`config.mk`:
```
export PLATFORM = sky130hd
export DESIGN_NAME = div16_mitchell_seq
export DESIGN_NICKNAME = d
export VERILOG_FILES = /design/src/rtl/div16_mitchell_seq.sv
export SDC_FILE = /design/constraint.sdc
export NUM_CORES = 1
export LEC_CHECK = 0
export BUFFER_PORTS_ARGS = -buffer_cell sky130_fd_sc_hd__buf_2
export CORE_ASPECT_RATIO = 1.2
export CORE_UTILIZATION = 40
export DETAILED_ROUTE_END_ITERATION = 10
export RECOVER_POWER = 100
export SLEW_MARGIN = 5
export SYNTH_ARGS = -nofsm -noshare
export SYNTH_HDL_FRONTEND = slang
export SYNTH_SLANG_ARGS = --single-unit
```
`constraint.sdc`:
```
create_clock -name clk -period 5.2 [get_ports clk]
set_input_delay 0.26 -clock clk [delete_from_list [all_inputs] [get_ports clk]]
set_output_delay 0.26 -clock clk [all_outputs]
set_load 0.05 [all_outputs]
```
`src/rtl/div16_mitchell_seq.sv`:
```
// Multi-cycle Mitchell log-domain approximate divider (16-bit / 8-bit) behind valid/ready.
// Define MITCHELL_DIV_ROUND_EN to round the quotient half-up instead of truncating it.
module div16_mitchell_seq #(
  parameter int FRAC_W = 7
) (
  input  logic        clk,
  input  logic        rst_n,
  input  logic        in_valid,
  output logic        in_ready,
  input  logic [15:0] dividend,
  input  logic [7:0]  divisor,
  output logic        out_valid,
  input  logic        out_ready,
  output logic [15:0] quotient,
  output logic        div_by_zero
);

  localparam int M_W  = FRAC_W + 2;   // log-domain mantissa incl. integer and borrow bits
  localparam int SH_W = FRAC_W + 16;  // m < 2^(FRAC_W+1), shifted by at most 15
  localparam logic [M_W-1:0] M_ONE = {2'b01, {FRAC_W{1'b0}}};
  localparam logic [M_W-1:0] M_TWO = {2'b10, {FRAC_W{1'b0}}};

  typedef enum logic [2:0] {S_IDLE, S_ENC, S_SUB, S_DEC, S_HOLD} state_t;

  state_t state_q, state_d;

  logic [15:0]             op_a_q;
  logic [7:0]              op_b_q;
  logic [3:0]              k1_q, k2_q, k1_d, k2_d;
  logic [FRAC_W-1:0]       f1_q, f2_q, f1_d, f2_d;
  logic                    z1_q, z2_q;
  logic signed [5:0]       kd_q, kd_d, kd_raw;
  logic signed [M_W-1:0]   fd;
  logic [M_W-1:0]          m_q, m_d;
  logic [SH_W-1:0]         shifted;
  logic [15:0]             q_d;

  function automatic logic [3:0] lead_one(input logic [15:0] x);
    lead_one = '0;
    for (int i = 0; i < 16; i++)
      if (x[i]) lead_one = 4'(i);
  endfunction

  // Normalise the leading one to bit 15, then keep the FRAC_W bits below it (truncated).
  function automatic logic [FRAC_W-1:0] frac_of(input logic [15:0] x, input logic [3:0] k);
    return FRAC_W'((x << (4'd15 - k)) >> (15 - FRAC_W));
  endfunction

  assign k1_d = lead_one(op_a_q);
  assign k2_d = lead_one({8'd0, op_b_q});
  assign f1_d = frac_of(op_a_q, k1_d);
  assign f2_d = frac_of({8'd0, op_b_q}, k2_d);

  // NOTE: every variable assigned in always_comb gets a default first, so no path can infer a latch.
  always_comb begin
    kd_raw = 6'(k1_q) - 6'(k2_q);
    fd     = $signed(M_W'(f1_q) - M_W'(f2_q));
    kd_d   = kd_raw;
    m_d    = M_ONE + $unsigned(fd);
    if (fd < 0) begin
      kd_d = kd_raw - 6'sd1;
      m_d  = M_TWO + $unsigned(fd);
    end
  end

`ifdef MITCHELL_DIV_ROUND_EN
  localparam int RND_W = SH_W + 1;
  localparam logic [RND_W-1:0] HALF = RND_W'(1) << (FRAC_W - 1);
  logic [RND_W-1:0] rounded;
  logic [16:0]      q_wide;
`endif

  always_comb begin
    shifted = SH_W'(m_q) << kd_q[3:0];
`ifdef MITCHELL_DIV_ROUND_EN
    rounded = {1'b0, shifted} + HALF;
    q_wide  = 17'(rounded >> FRAC_W);
    if (kd_q < 0)
      q_d = (kd_q == -6'sd1) ? 16'd1 : 16'd0;  // m/2^FRAC_W >= 1, so half of it rounds up
    else if (q_wide[16])
      q_d = 16'hFFFF;
    else
      q_d = q_wide[15:0];
`else
    q_d = (kd_q < 0) ? 16'd0 : 16'(shifted >> FRAC_W);
`endif
    if (z2_q)
      q_d = 16'hFFFF;
    else if (z1_q)
      q_d = 16'd0;
  end

  // NOTE: sequential state is written with non-blocking assignments only, so all flops update together.
  always_ff @(posedge clk or negedge rst_n) begin
    if (!rst_n) state_q <= S_IDLE;
    else        state_q <= state_d;
  end

  always_comb begin
    state_d = state_q;
    case (state_q)
      S_IDLE:  if (in_valid) state_d = S_ENC;
      S_ENC:   state_d = S_SUB;
      S_SUB:   state_d = S_DEC;
      S_DEC:   state_d = S_HOLD;
      S_HOLD:  if (out_ready) state_d = S_IDLE;
      default: state_d = S_IDLE;
    endcase
  end

  always_comb begin
    in_ready  = (state_q == S_IDLE);
    out_valid = (state_q == S_HOLD);
  end

  // Each pipeline step owns its registers; they only load in their own state.
  always_ff @(posedge clk or negedge rst_n) begin
    if (!rst_n) begin
      op_a_q      <= '0;
      op_b_q      <= '0;
      k1_q        <= '0;
      k2_q        <= '0;
      f1_q        <= '0;
      f2_q        <= '0;
      z1_q        <= 1'b0;
      z2_q        <= 1'b0;
      kd_q        <= '0;
      m_q         <= '0;
      quotient    <= '0;
      div_by_zero <= 1'b0;
    end else begin
      case (state_q)
        S_IDLE: if (in_valid) begin
          op_a_q <= dividend;
          op_b_q <= divisor;
        end
        S_ENC: begin
          k1_q <= k1_d;
          k2_q <= k2_d;
          f1_q <= f1_d;
          f2_q <= f2_d;
          z1_q <= (op_a_q == 16'd0);
          z2_q <= (op_b_q == 8'd0);
        end
        S_SUB: begin
          kd_q <= kd_d;
          m_q  <= m_d;
        end
        S_DEC: begin
          quotient    <= q_d;
          div_by_zero <= z2_q;
        end
        default: ;
      endcase
    end
  end

endmodule

```
After elaboration in Yosys (flattened, before gate mapping)

Index checks and enable logic that the tools add are counted.

Input port bits: 28
Register bits: 83

Reductions and logical operators: 5
Magnitude comparators: 2
Eq/ne operators: 6
$add $sub $neg: 7
Shifts and indexed selects: 3
Muxes and demuxes: 30

Operator list:

| cell                | count |
|---|---|
| $mux 4              | 15 |
| $mux 16             | 3 |
| $shl 9x4->23        | 1 |
| $logic_not 16->1    | 1 |
| $shl 16x4->15       | 1 |
| $mux 3              | 5 |
| $pmux 3 s5          | 1 |
| $shl 8x4->15        | 1 |
| $add 8x9->9 const A | 1 |
| $add 9x9->9 const A | 1 |
| $mux 9              | 1 |
| $logic_not 8->1     | 1 |
| $lt 8x1->1 const B  | 1 |
| $sub 4x4->4 const A | 2 |
| $sub 7x7->8         | 1 |
| $eq 3x2->1 const B  | 2 |
| $lt 6x1->1 const B  | 1 |
| $mux 6              | 1 |
| $sub 5x2->6 const B | 1 |
| $sub 4x4->5         | 1 |
| $mux 2              | 2 |
| $reduce_and 2->1    | 2 |
| $eq 3x1->1 const B  | 1 |
| $eq 3x3->1 const B  | 1 |
| 4 further kinds     | 5 |

Depth between registers and ports, before layout

Depth after elaboration: 17
Depth in mapped cells: 10
Mapped depth without buffers: 10

Least setup slack after synthesis

No wires, ideal clock.

Path kind: register to register
Start: reg state_q[0]
End: reg op_a_q[10]
Clock period less this slack: 2873 ps
Buffers on the path: 2
Required time: 5075 ps
Library setup time: 125 ps
Data arrival time: 2748 ps
Cell stages (with the launch flop): 6
Path slack: 2327 ps
Cell sequence: dfrtp_1 nor3_1 and2_1 clkbuf_1 clkbuf_1 mux2_2

Longest elaborated chain between the ends: 2

RTL lines:

| item                              | RTL line | RTL |
|---|---|---|
| start, declared                   | 25       | `state_t state_q, state_d;` |
| start signal, assigned            | 96       | `else state_q <= state_d;` |
| $logic_not 3->1                   | -        |  |
| via in_ready                      | 9        | `output logic in_ready,` |
| $reduce_and 2->1 (no source line) | -        |  |
| end signal, assigned              | 134      | `op_a_q <= dividend;` |
| end, declared                     | 27       | `logic [15:0] op_a_q;` |

The timed path passes the listed nets, and every way through them passes these cells.
A chain may end at the register's enable or synchronous reset.

Worst setup path in the final report

Start: reg op_a_q[9]
End: reg f1_q[6]

Longest elaborated chain between the ends: 9

RTL lines:

| item                 | RTL line | RTL |
|---|---|---|
| $mux 4 (7 in a row)  | 41       | `if (x[i]) lead_one = 4'(i);` |
| $sub 4x4->4          | 46       | `return FRAC_W'((x << (4'd15 - k)) >> (15 - FRAC_W));` |
| $shl 16x4->15 (*)    | 46       |  |
| end signal, assigned | 123      | `f1_q <= '0;` |
| end signal, assigned | 140      | `f1_q <= f1_d;` |
| end, declared        | 30       | `logic [FRAC_W-1:0] f1_q, f2_q, f1_d, f2_d;` |

Every way passes the cells marked *; elsewhere a longest branch is shown, timed or not.

==> flow_metrics.tcl <==
set metrics [dict create \
    status "finished clean" \
    clock_skew_ns 0.00626 \
    holdWs_ns 0.0544 \
    ant_nets 0 \
    cts_tree "yes" \
    maxCapViolCount 0 \
    synth_area_leaders "dfrtp_1 42%, nand2_1 6.0%, o21ai_0 5.4%" \
    io_buffers 46 \
    die_w_um 102 \
    final.setup.tns_ns 0 \
    p_per_area_nw_per_um2 785 \
    antenna_found_initial 0 \
    ir_worst_vdd_mv 0.275 \
    fmax_mhz 350 \
    finalCritPeriodShare 0.549 \
    dominantRegCellSynth "dfrtp_1" \
    nets 605 \
    clock_power_share 0.166 \
    gp_congestion 0.914 \
    fin_crit_ns 2.86 \
    ys_seq_area_frac 0.421 \
    ctsResizeCount 0 \
    crit_required_ns 5.42 \
    cts_made_buffers 9 \
    critPathSlowestCell "o21ai_0" \
    hold_buffers 0 \
    synth_top_area_frac 0.421 \
    grt_max_degree 81 \
    tightestPinTransition_ns 1.38 \
    slew_headroom 0.0824 \
    vias 3881 \
    intPower_w 0.00222 \
    root_buffer "clkbuf_16" \
    numClockSinks 80 \
    die-area_um2 12300 \
    grt_pass1_vias 3852 \
    syn_area_um2 4750 \
    hold_path.class "primary input to asynchronous set/reset pin" \
    yosysMostFrequentCell "dfrtp_1" \
    yosys_warnings 0 \
    die_y_um 121 \
    end_kind "register" \
    dp_hpwl_mm 8.01 \
    dr.first_iter.drc_count 167 \
    start_kind "register" \
    path_common_cell "o21ai_0" \
    drive_gt1_frac 0.116 \
    clock_latency_ns 0.34 \
    gr-total-overflow 0 \
    crit_chain "or4_1 -> o21ai_0 -> nand2_1 -> a21o_1 -> a32oi_1 -> o21a_1 -> o21ai_0" \
    grtUsageTotal 0.197 \
    syn_to_final_growth_pct 12.6 \
    synth-edff-count 0 \
    syn_avg_cell_area_um2 8.90 \
    grt_setup_unrepaired "false" \
    clk_pin_slew_ns 0.06 \
    p_sw_w 0.00198 \
    clk_path_buf_depth 2 \
    fin_area_um2 5350 \
    power_leakage_nw 2.35 \
    cp.arrival_ns 3.08 \
    ys_seq_elements 80 \
    synth_top_cells_by_count "80 x dfrtp_1, 76 x nand2_1, 51 x o21ai_0" \
    nFillCells 1144 \
    avgViaCountPerCell 5.35 \
    hold_viol 0 \
    cpPeakStageDelay_ns 0.85 \
    post_cts_buffers 0 \
    criticalPathCategory "register to register" \
    synth_top_area_cell "dfrtp_1" \
    yosysUniqueCellTypes 66 \
    synth_fp_nets 575 \
    combPwrFrac 0.532 \
    drt-total-wl_mm 11.0 \
    cts_max_level 3 \
    antenna_cells 0 \
    wl_per_cell_um 15.2 \
    dr.pass1.iters 5 \
    maxSlewViolCount 0 \
    syn_inst 534 \
    start_util 0.411 \
    drc 0 \
    setup_viol 0 \
    io_pins 47 \
    placed_area_um2 5080 \
    core_um2 11600 \
    grt_pass1_wl_mm 18.8 \
    async_flop_share 1.00 \
    switching_share 0.471 \
    row_count 43 \
    power_frac_seq 0.303 \
    path_max_fanout 9 \
]
[worst paths after layout]
check | from | to | slack [ns] | cells after the start
min | rst_n | quotient[11] | 0.05 | 1
max reg2reg | op_a_q[9] | f1_q[6] | 2.34 | 7
max | op_a_q[9] | f1_q[6] | 2.34 | 7
min in group clk | out_ready | state_q[2] | 0.11 | 2
max in group asynchronous | rst_n | m_q[6] | 4.45 | 1
min reg2reg | quotient[7] | quotient[7] | 0.48 | 2
[cell families (layout without fill, tap and decap cells)]
logic type / Yosys count / count (layout) / synth area share
buffers and inverters: 65 / 100 / 0.0547
and+or+nand+nor: 167 / 167 / 0.167
xor gates and xnor gates: 7 / 7 / 0.0129
DFF: 80 / 80 / 0.421
adders and majority gates: 13 / 13 / 0.0374
AOI/OAI and AO/OA: 159 / 159 / 0.210
muxes: 43 / 43 / 0.0961
[critical path, delay by kind of cell (launching register included)]
family | cells | cell delay (ns)
AOI/OAI and AO/OA | 5 | 1.45
DFF | 1 | 0.48
and+or+nand+nor | 2 | 0.79
[flip-flops by register name (all words and copies together), names as in the netlist, 3 cells and up]
signal,count
op_a_q,16
quotient,16
m_q,8
op_b_q,8
f1_q,7
f2_q,7
kd_q,5
k1_q,4
k2_q,3
state_q,3
[power groups by stage]
stage / Clock, W / Sequential (W) / Combinational, W
2_1_floorplan: 0 / 0.00125 / 0.00181
3_3_place_gp: 0 / 0.00127 / 0.00224
3_5_place_dp: 0 / 0.00128 / 0.00227
4_1_cts: 0.000714 / 0.00127 / 0.00228
5_1_grt: 0.000740 / 0.00133 / 0.00251
6_report: 0.000697 / 0.00127 / 0.00223
[placed cells by master (no fill, tap or decap), types with 5 or more instances in the layout]
cell / synthesis / final
o211ai_1: 5 / 5
nor2_1: 32 / 32
nand3_1: 8 / 8
nor2b_1: 5 / 5
nand2_1: 76 / 76
o31ai_1: 6 / 6
clkbuf_1: 17 / 23
nand2b_1: 8 / 8
buf_2: 7 / 26
o21ai_0: 51 / 62
inv_1: 34 / 34
clkbuf_16: 0 / 9
a21o_1: 6 / 6
o22ai_1: 5 / 5
a21oi_1: 31 / 31
dfrtp_1: 80 / 80
nor3_1: 7 / 7
mux2_2: 20 / 18
ha_1: 11 / 11
mux2i_1: 22 / 22
[cell type report]
class | count | area, um^2 | share of cell area
sequential | 80 | 2000 | 0.374
timing repair buffer | 49 | 224 | 0.0418
clock buffer | 12 | 246 | 0.0460
multi-input combinational | 389 | 2480 | 0.462
tap | 157 | 196 | 0.0367
inverter | 35 | 131 | 0.0245
clock inverter | 4 | 77.6 | 0.0145
[through the flow]
| stage | std cells | total power [W] | util | setup WS, ns |
|---|---|---|---|---|
| final | 726 | 0.00420 | 0.463 | 2.34 |
| after global routing | 726 | 0.00458 | 0.463 | 2.05 |
| after CTS | 726 | 0.00426 | 0.467 | 2.79 |
| after detailed placement | 710 | 0.00355 | 0.439 | 2.82 |
| after global placement | 710 | 0.00352 | 0.439 | 2.83 |
| after floorplan | 534 | 0.00305 | - | 2.33 |
[routing by layer]
| metal | global-route usage | share of wire | vias to the layer above |
|---|---|---|---|
| met3 | 0.0317 | 0.028 | 21 |
| met2 | 0.345 | 0.51 | 75 |
| met4 | 0.0879 | 0.025 | 0 |
| li1 | - | - | 1963 |
| met5 | 0 | 0 | - |
| met1 | 0.234 | 0.44 | 1822 |
Power figures use the tool's default switching activity.
